--- src/rtl/divider8_pkg.sv ---
// Shared types and defaults for the sequential restoring divider.
package divider_pkg;

    typedef enum logic [1:0] {
        IDLE = 2'd0,
        RUN  = 2'd1,
        DONE = 2'd2
    } div_state_t;

    localparam int DEFAULT_WIDTH = 8;

endpackage

--- src/rtl/divider8_if.sv ---
// Start/ready handshake and operand/result bus of the divider.
interface divider8_if
    import divider_pkg::*;
#(
    parameter int WIDTH = DEFAULT_WIDTH
);

    logic             start;
    logic [WIDTH-1:0] a;
    logic [WIDTH-1:0] b;
    logic [WIDTH-1:0] q;
    logic [WIDTH-1:0] r;
    logic             ready;
    logic             done;
    logic             div_by_zero;

    modport master (
        output start, a, b,
        input  q, r, ready, done, div_by_zero
    );

    modport slave (
        input  start, a, b,
        output q, r, ready, done, div_by_zero
    );

endinterface

--- src/rtl/divider8_div_step.sv ---
// One restoring division iteration: shift in the next dividend bit, trial-subtract, restore on borrow.
module div_step #(
    parameter int WIDTH = 8
) (
    input  logic [WIDTH-1:0] rem_i,
    input  logic [WIDTH-1:0] quo_i,
    input  logic [WIDTH-1:0] dvs_i,
    output logic [WIDTH-1:0] rem_next_o,
    output logic [WIDTH-1:0] quo_next_o
);

    logic [WIDTH:0] shifted;
    logic [WIDTH:0] trial;

    // The partial remainder is always below the divisor, so WIDTH bits hold it
    // between steps; only the shifted trial value needs the extra borrow bit.
    always_comb begin
        shifted = {rem_i, quo_i[WIDTH-1]};
        trial   = shifted - {1'b0, dvs_i};
        if (trial[WIDTH]) begin
            rem_next_o = shifted[WIDTH-1:0];
            quo_next_o = {quo_i[WIDTH-2:0], 1'b0};
        end else begin
            rem_next_o = trial[WIDTH-1:0];
            quo_next_o = {quo_i[WIDTH-2:0], 1'b1};
        end
    end

endmodule

--- src/rtl/divider8.sv ---
// Sequential unsigned divider: one quotient bit per clock, MSB first, start/ready handshake.
//   state | meaning
//   IDLE  | ready, q/r/div_by_zero hold the last result
//   RUN   | one restoring step per edge, WIDTH steps total
//   DONE  | results just became valid, done pulses for one cycle
module divider8
    import divider_pkg::*;
#(
    parameter int WIDTH = DEFAULT_WIDTH
) (
    input  logic       clk,
    input  logic       rst_n,
    divider8_if.slave  bus
);

    localparam int CW = (WIDTH > 2) ? $clog2(WIDTH) : 1;
    localparam logic [CW-1:0] LAST_STEP = CW'(WIDTH - 1);

    div_state_t       state_q, state_d;
    logic [CW-1:0]    cnt_q, cnt_d;
    logic [WIDTH-1:0] rem_q, rem_d;
    logic [WIDTH-1:0] quo_q, quo_d;
    logic [WIDTH-1:0] dvs_q, dvs_d;
    logic [WIDTH-1:0] q_q, q_d;
    logic [WIDTH-1:0] r_q, r_d;
    logic             dbz_q, dbz_d;

    logic [WIDTH-1:0] rem_next;
    logic [WIDTH-1:0] quo_next;

    div_step #(.WIDTH(WIDTH)) u_step (
        .rem_i      (rem_q),
        .quo_i      (quo_q),
        .dvs_i      (dvs_q),
        .rem_next_o (rem_next),
        .quo_next_o (quo_next)
    );

    always_ff @(posedge clk) begin
        if (!rst_n) begin
            state_q <= IDLE;
            cnt_q   <= '0;
            rem_q   <= '0;
            quo_q   <= '0;
            dvs_q   <= '0;
            q_q     <= '0;
            r_q     <= '0;
            dbz_q   <= 1'b0;
        end else begin
            state_q <= state_d;
            cnt_q   <= cnt_d;
            rem_q   <= rem_d;
            quo_q   <= quo_d;
            dvs_q   <= dvs_d;
            q_q     <= q_d;
            r_q     <= r_d;
            dbz_q   <= dbz_d;
        end
    end

    // A start in any state restarts; an aborted run never reaches DONE.
    always_comb begin
        state_d = state_q;
        cnt_d   = cnt_q;
        rem_d   = rem_q;
        quo_d   = quo_q;
        dvs_d   = dvs_q;
        q_d     = q_q;
        r_d     = r_q;
        dbz_d   = dbz_q;
        if (bus.start) begin
            if (bus.b != '0) begin
                state_d = RUN;
                rem_d   = '0;
                quo_d   = bus.a;
                dvs_d   = bus.b;
                cnt_d   = '0;
                dbz_d   = 1'b0;
            end else begin
                state_d = DONE;
                q_d     = '1;
                r_d     = bus.a;
                dbz_d   = 1'b1;
            end
        end else begin
            case (state_q)
                RUN: begin
                    rem_d = rem_next;
                    quo_d = quo_next;
                    cnt_d = cnt_q + 1'b1;
                    if (cnt_q == LAST_STEP) begin
                        q_d     = quo_next;
                        r_d     = rem_next;
                        state_d = DONE;
                    end
                end
                DONE:    state_d = IDLE;
                default: state_d = IDLE;
            endcase
        end
    end

    always_comb begin
        bus.ready       = (state_q != RUN);
        bus.done        = (state_q == DONE);
        bus.q           = q_q;
        bus.r           = r_q;
        bus.div_by_zero = dbz_q;
    end

endmodule

--- src/flat_wrapper.sv ---
// flat-port wrapper written by rule: the top's interface ports become plain ports
module divider8_flat import divider_pkg::*;
#(
    parameter int WIDTH = DEFAULT_WIDTH
)
  (clk, rst_n, bus_start, bus_a, bus_b, bus_q, bus_r, bus_ready, bus_done, bus_div_by_zero);
  divider8_if #(.WIDTH(WIDTH)) bus_i ();
  input  logic clk;
  input  logic rst_n;
  input wire logic [$bits(bus_i.start)-1:0] bus_start;
  input wire logic [$bits(bus_i.a)-1:0] bus_a;
  input wire logic [$bits(bus_i.b)-1:0] bus_b;
  output wire logic [$bits(bus_i.q)-1:0] bus_q;
  output wire logic [$bits(bus_i.r)-1:0] bus_r;
  output wire logic [$bits(bus_i.ready)-1:0] bus_ready;
  output wire logic [$bits(bus_i.done)-1:0] bus_done;
  output wire logic [$bits(bus_i.div_by_zero)-1:0] bus_div_by_zero;
  assign bus_i.start = bus_start;
  assign bus_i.a = bus_a;
  assign bus_i.b = bus_b;
  assign bus_q = bus_i.q;
  assign bus_r = bus_i.r;
  assign bus_ready = bus_i.ready;
  assign bus_done = bus_i.done;
  assign bus_div_by_zero = bus_i.div_by_zero;
  divider8 #(.WIDTH(WIDTH)) u_core (.clk(clk), .rst_n(rst_n), .bus(bus_i));
endmodule
--- config.mk ---
export PLATFORM = sky130hd
export DESIGN_NAME = divider8_flat
export DESIGN_NICKNAME = d
export VERILOG_FILES = /design/src/rtl/divider8_pkg.sv /design/src/rtl/divider8_if.sv /design/src/rtl/divider8_div_step.sv /design/src/rtl/divider8.sv /design/src/flat_wrapper.sv
export SDC_FILE = /design/constraint.sdc
export NUM_CORES = 1
export LEC_CHECK = 0
export BUFFER_PORTS_ARGS = -buffer_cell sky130_fd_sc_hd__buf_4
export CAP_MARGIN = 10
export CORE_ASPECT_RATIO = 0.75
export CORE_UTILIZATION = 60
export DETAILED_ROUTE_END_ITERATION = 10
export HOLD_SLACK_MARGIN = 0.15
export MAX_ROUTING_LAYER = met4
export PLACE_DENSITY = 0.95
export SYNTH_ARGS = -nofsm -noshare
export SYNTH_HDL_FRONTEND = slang
export SYNTH_SLANG_ARGS = --single-unit
--- constraint.sdc ---
create_clock -name clk -period 4.6 [get_ports clk]
set_input_delay 0.23 -clock clk [delete_from_list [all_inputs] [get_ports clk]]
set_output_delay 0.23 -clock clk [all_outputs]
set_load 0.05 [all_outputs]
Word-level counts from Yosys, hierarchy flattened
Index checks and enable logic that the tools add are counted.
{ "word_totals": {"ff_bits": 46, "input_bits": 19, "output_inout_bits": 19, "elab_cells": 47} }
{ "classes": {"add_sub_neg": 2, "n_eq_ne": 7, "mux": 24, "reduce_logical": 6} }
{ "op_table": {"columns": ["operator", "n"], "rows": [
  ["two-way mux 8 bit", 15],
  ["two-way mux 3 bit", 3],
  ["subtractor 9 x 8 -> 9 bit", 1],
  ["two-way mux 2 bit", 4],
  ["nonzero test 8 bit", 1],
  ["!= test 2 x 1 -> 1 bit, second input constant", 2],
  ["AND reduction 2 bit", 2],
  ["nonzero test 2 bit", 2],
  ["adder 3 x 1 -> 3 bit, second input constant", 1],
  ["equality test 3 bit, second input constant", 1],
  ["!= test 3 x 2 -> 1 bit, second input constant", 1],
  ["AND reduction 3 bit", 1],
  ["equality test 2 x 1 -> 1 bit, second input constant", 1],
  ["equality test 2 bit, second input constant", 1],
  ["two-way mux 1 bit", 2],
  ["!= test 2 bit, second input constant", 1]
]} }

Longest topological paths before layout
{ "depth": {"depth_word": 5, "mapped_depth": 11, "depth_no_buf": 10} }

Modules after synthesis
From an unflattened synthesis, not the netlist that was laid out.
{ "unflattened": {"hier_cells": 325, "hier_area_um2": 2752.6} }
{ "by_module_without_submodules": {"columns": ["module", "instances", "cells_each", "area_each_um2", "seq_area_each_um2"], "rows": [
  ["divider8", 1, 260, 2214.6, 920.9],
  ["div_step", 1, 65, 538.0, 0.0]
]} }

Least setup slack after synthesis
Ideal clock, no wire load.
{ "synth_timing": {"kind": "flip-flop to flip-flop", "start": "register u_core.quo_q[7]", "end": "register u_core.r_q[4] (netlist: u_core.bus.r[4])", "setup_ns": 0.061, "arrival_time_ns": 2.435, "required_time_ns": 4.539, "path_slack_ns": 2.104, "stages_incl_launch_ff": 11, "path_buffers": 0, "period_less_slack_ns": 2.496, "path_cell_list": "dfxtp_1 inv_1 ha_1 inv_1 fa_1 a211oi_4 o31ai_4 a31o_4 or4b_1 o2111ai_2 o221a_1"} }
{ "synth_via": {"elab_chain_cells": 5} }
{ "synth_rtl": {"columns": ["item", "line_no", "source"], "rows": [
  ["start, declared", "divider8.sv:22", "logic [WIDTH-1:0] quo_q, quo_d;"],
  ["start signal, assigned", "divider8.sv:53", "quo_q <= quo_d;"],
  ["subtractor 9 x 8 -> 9 bit", "divider8_div_step.sv:19", "trial = shifted - {1'b0, dvs_i};"],
  ["two-way mux 8 bit", "divider8_div_step.sv:20", "if (trial[WIDTH]) begin"],
  ["two-way mux 8 bit", "divider8.sv:91", "if (cnt_q == LAST_STEP) begin"],
  ["two-way mux 8 bit", "divider8.sv:86", "case (state_q)"],
  ["two-way mux 8 bit", "divider8.sv:71", "if (bus.start) begin"],
  ["end signal, assigned", "divider8.sv:56", "r_q <= r_d;"],
  ["end, declared", "divider8.sv:25", "logic [WIDTH-1:0] r_q, r_d;"]
]} }
No other way between the ends. The select of a mux whose other input is x is not followed.
A chain may end at the register's enable or synchronous reset.

Final worst setup path
{ "layout_timing": {"start": "register u_core.quo_q[7]", "end": "register u_core.rem_q[5]"} }
{ "layout_via": {"elab_chain_cells": 4} }
{ "layout_rtl": {"columns": ["item", "line_no", "source"], "rows": [
  ["subtractor 9 x 8 -> 9 bit", "divider8_div_step.sv:19", null],
  ["two-way mux 8 bit", "divider8_div_step.sv:20", null],
  ["two-way mux 8 bit", "divider8.sv:86", null],
  ["two-way mux 8 bit", "divider8.sv:71", null],
  ["end signal, assigned", "divider8.sv:52", "rem_q <= rem_d;"],
  ["end, declared", "divider8.sv:21", "logic [WIDTH-1:0] rem_q, rem_d;"]
]} }
No other way between the ends. The select of a mux whose other input is x is not followed.

==> flow_summary.ini <==
[sta]
worst_pin_slew_ns = 0.819
rsz0062_at_grt = false
report.final.slew_viol_count = 0
fin_crit_ns = 2.81
relSlewSlack_pct = 45.2
finalHoldViolations = 0
timing.setup.tns_ns = 0
finClkSkew_ns = 0.00964
fmax_ghz = 0.356
finalCritPeriodShare_pct = 61.0
finalSetupViolCount = 0

[placement]
dp_cells = 370
place_area_sq_um = 2770
dpl.hpwl_um = 4480
gp_congestion = 0.981
port_buffers = 37

[finish]
final_cell_area_sq_um = 2850
diodes = 0
fin_cells = 377
fillers = 273
syn_to_final_growth_pct = 13.8
drive_gt1_share_pct = 16.3
nets = 355

[floorplanning]
die_x_um = 76.5
initial_core_util_pct = 65.3
rows = 19
core_sq_um = 3830
die_area_sq_um = 4430
pin_count = 38
die_h_um = 57.9

[drt]
wl_per_cell_um = 17.4
drt_iter0_markers = 191
drtAntennaViolNets = 0
drc = 0
first_pass_iters = 5
vias = 2406
vias_per_cell = 6.38
routed_wirelength_um = 6550

[synth]
synth.avg_cell_area_sq_um = 8.31
syn_nets = 331
async_flop_share_pct = 0
synth.distinct_cells = 58
yosys_most_used_dff = dfxtp_1
seq_area_frac_synth_pct = 36.8
yosysWarnings = 0
syn_inst = 301
synth_edf_count = 0
synth_area_sq_um = 2500
ys_ff_latch = 46

[critical_path]
worstPathMaxFanout = 16
crit_required_ns = 4.80
critPathSlowestCell = fa_1
worstSetupPathType = register to register
worstPathArrival_ns = 3.01
worstPathCellList = inv_1 > ha_1 > inv_1 > fa_1 > a211oi_4 > o31ai_4 > a31o_4 > xnor2_1 > nand2_1 > a311oi_1
slowest_delay_ns = 0.44
end_kind = register
cp_top_family = compound AO/OA/AOI/OAI gates
cp_common_cell = inv_1
cp_num_buf_inv = 2
start_kind = register

[grt]
overflow = 0
grtUsageTotal_pct = 32.4
first_global_vias = 2200
antenna_found_initial = 0
grt_pass1_wl_um = 10800
grt_max_degree = 41

[clock_network]
cts_sinks = 46
clock_latency_ns = 0.30
cts_setup_buffers = 0
hold_buffers = 0
cts_resized = 0
clock-root-buffer = clkbuf_8
htreeDepth = 2
clkTransAtPathRegs_ns = 0.09
cts_tree = built
numCtsBuffers = 5
cts_max_path_buffers = 2

[power]
power_uw = 852
p_leak_nw = 1.13
ir_drop_mv = 0.225
power_density_nw_per_um2 = 299

[job]
maxCapViolations = 0

[run_status]
status = finished clean

[worst_hold_path]
min_path_type = primary input to register
## sequential cells by signal, indices dropped and copies added (netlist names)
register / cells
u_core.cnt_q: 3
u_core.bus.div_by_zero: 1
u_core.bus.r: 8
u_core.state_q: 2
u_core.quo_q: 8
u_core.bus.q: 8
u_core.rem_q: 8
u_core.dvs_q: 8
## routing by layer
metal | share of wire (%) | wire, um | up-vias | track usage [%]
met5 | 0 | 0 | - | -
met4 | 1.7 | 114 | 0 | 8.79
met3 | 6.7 | 439 | 19 | 5.83
met2 | 46 | 3020 | 100 | 50.7
met1 | 45 | 2970 | 1138 | 43.6
li1 | - | - | 1149 | -
## cells in the mapped netlist, types with 2 or more instances
master,count,area [sq um]
o21a_1,6,45.0
xor2_1,2,17.5
a32oi_1,3,26.3
nand2b_1,8,50.1
or3_1,3,18.8
clkbuf_1,19,71.3
xnor2_1,3,26.3
nor3_1,12,60.1
o211ai_1,2,15.0
inv_1,9,33.8
nand3_1,5,25.0
nor2_1,30,113
a311oi_1,4,35.0
nor2b_1,2,12.5
dfxtp_1,46,921
a211oi_1,6,45.0
o221ai_1,3,26.3
a22oi_1,5,37.5
ha_1,10,125
and2_1,2,12.5
nor3b_1,3,22.5
o21ai_0,15,75.1
mux2_2,2,22.5
mux2i_1,5,50.1
and3_1,3,18.8
a21oi_1,23,115
a31oi_1,6,37.5
nor4_1,2,12.5
nand3b_1,2,15.0
o22ai_1,2,12.5
nand2_1,31,116
## worst register-to-register path: cells and delay by family, from the launching register on
kind,cells,cell delay (ns)
buffers and inverters,2,0.15
AND/OR/NAND/NOR,1,0.14
AO/OA/AOI/OAI,4,1.04
flip-flops,1,0.36
XOR/XNOR,1,0.42
adder cells (fa/ha/maj),2,0.60
## layout by cell type (no fill, tap or decap), drive strengths merged, types with 5 or more instances in the layout
| cell type | synthesis | final |
|---|---|---|
| inv | 9 | 9 |
| clkbuf | 19 | 5 |
| a22oi | 5 | 5 |
| buf | 1 | 37 |
| a211oi | 7 | 7 |
| o21a | 6 | 6 |
| a31oi | 7 | 7 |
| ha | 10 | 10 |
| nor2 | 30 | 30 |
| dfxtp | 46 | 46 |
| nor3 | 12 | 12 |
| nand3 | 5 | 5 |
| a21oi | 23 | 23 |
| mux2i | 5 | 5 |
| o21ai | 16 | 16 |
| nand2b | 8 | 8 |
| nand2 | 31 | 31 |
## cells by family after synthesis
logic type,count (synthesis),share of synthesized area (%)
fa+ha+maj,11,5.81
simple gates,109,21.1
compound gates,92,26.4
mux,7,2.90
flops,46,36.8
buf+inv,30,4.55
xor+xnor,6,2.40
## cell type report
class                   count  area [sq um]  share of cell area [%]
clock buffers               5          68.8                    2.42
clock inverters             2          10.0                   0.352
inverters                  10          37.5                    1.32
multi-input cells         225          1470                    51.5
flip-flops and latches     46           921                    32.4
well taps                  52          65.1                    2.29
repair buffers             37           278                    9.76
## power breakdown
part           total, mW  leakage, nW  internal, mW  switching (mW)
Combinational      0.186        0.714        0.0743           0.112
Sequential         0.423        0.375         0.411          0.0123
Clock              0.242       0.0438         0.102           0.140
Total              0.852         1.13         0.588           0.264
## through the flow
stage / worst slack, ns / util (%) / hold slack [ns]
finish: 1.79 / 74.3 / 0.183
global route: 1.63 / 74.3 / 0.195
CTS: 1.83 / 74.3 / 0.187
detailed placement: 1.86 / 72.3 / 0.446
global placement: 1.97 / 72.3 / 0.444
floorplan: 2.10 / - / 0.375
## final timing paths
| path | startpoint | end | slack (ns) | cells after the start |
|---|---|---|---|---|
| max | u_core.quo_q[7] | u_core.rem_q[5] | 1.79 | 10 |
| min | bus_b[3] | u_core.dvs_q[3] | 0.18 | 3 |
| max reg2reg | u_core.quo_q[7] | u_core.rem_q[5] | 1.79 | 10 |
| min reg2reg | u_core.dvs_q[5] | u_core.dvs_q[5] | 0.46 | 2 |
(Power assumes the default switching activity.)
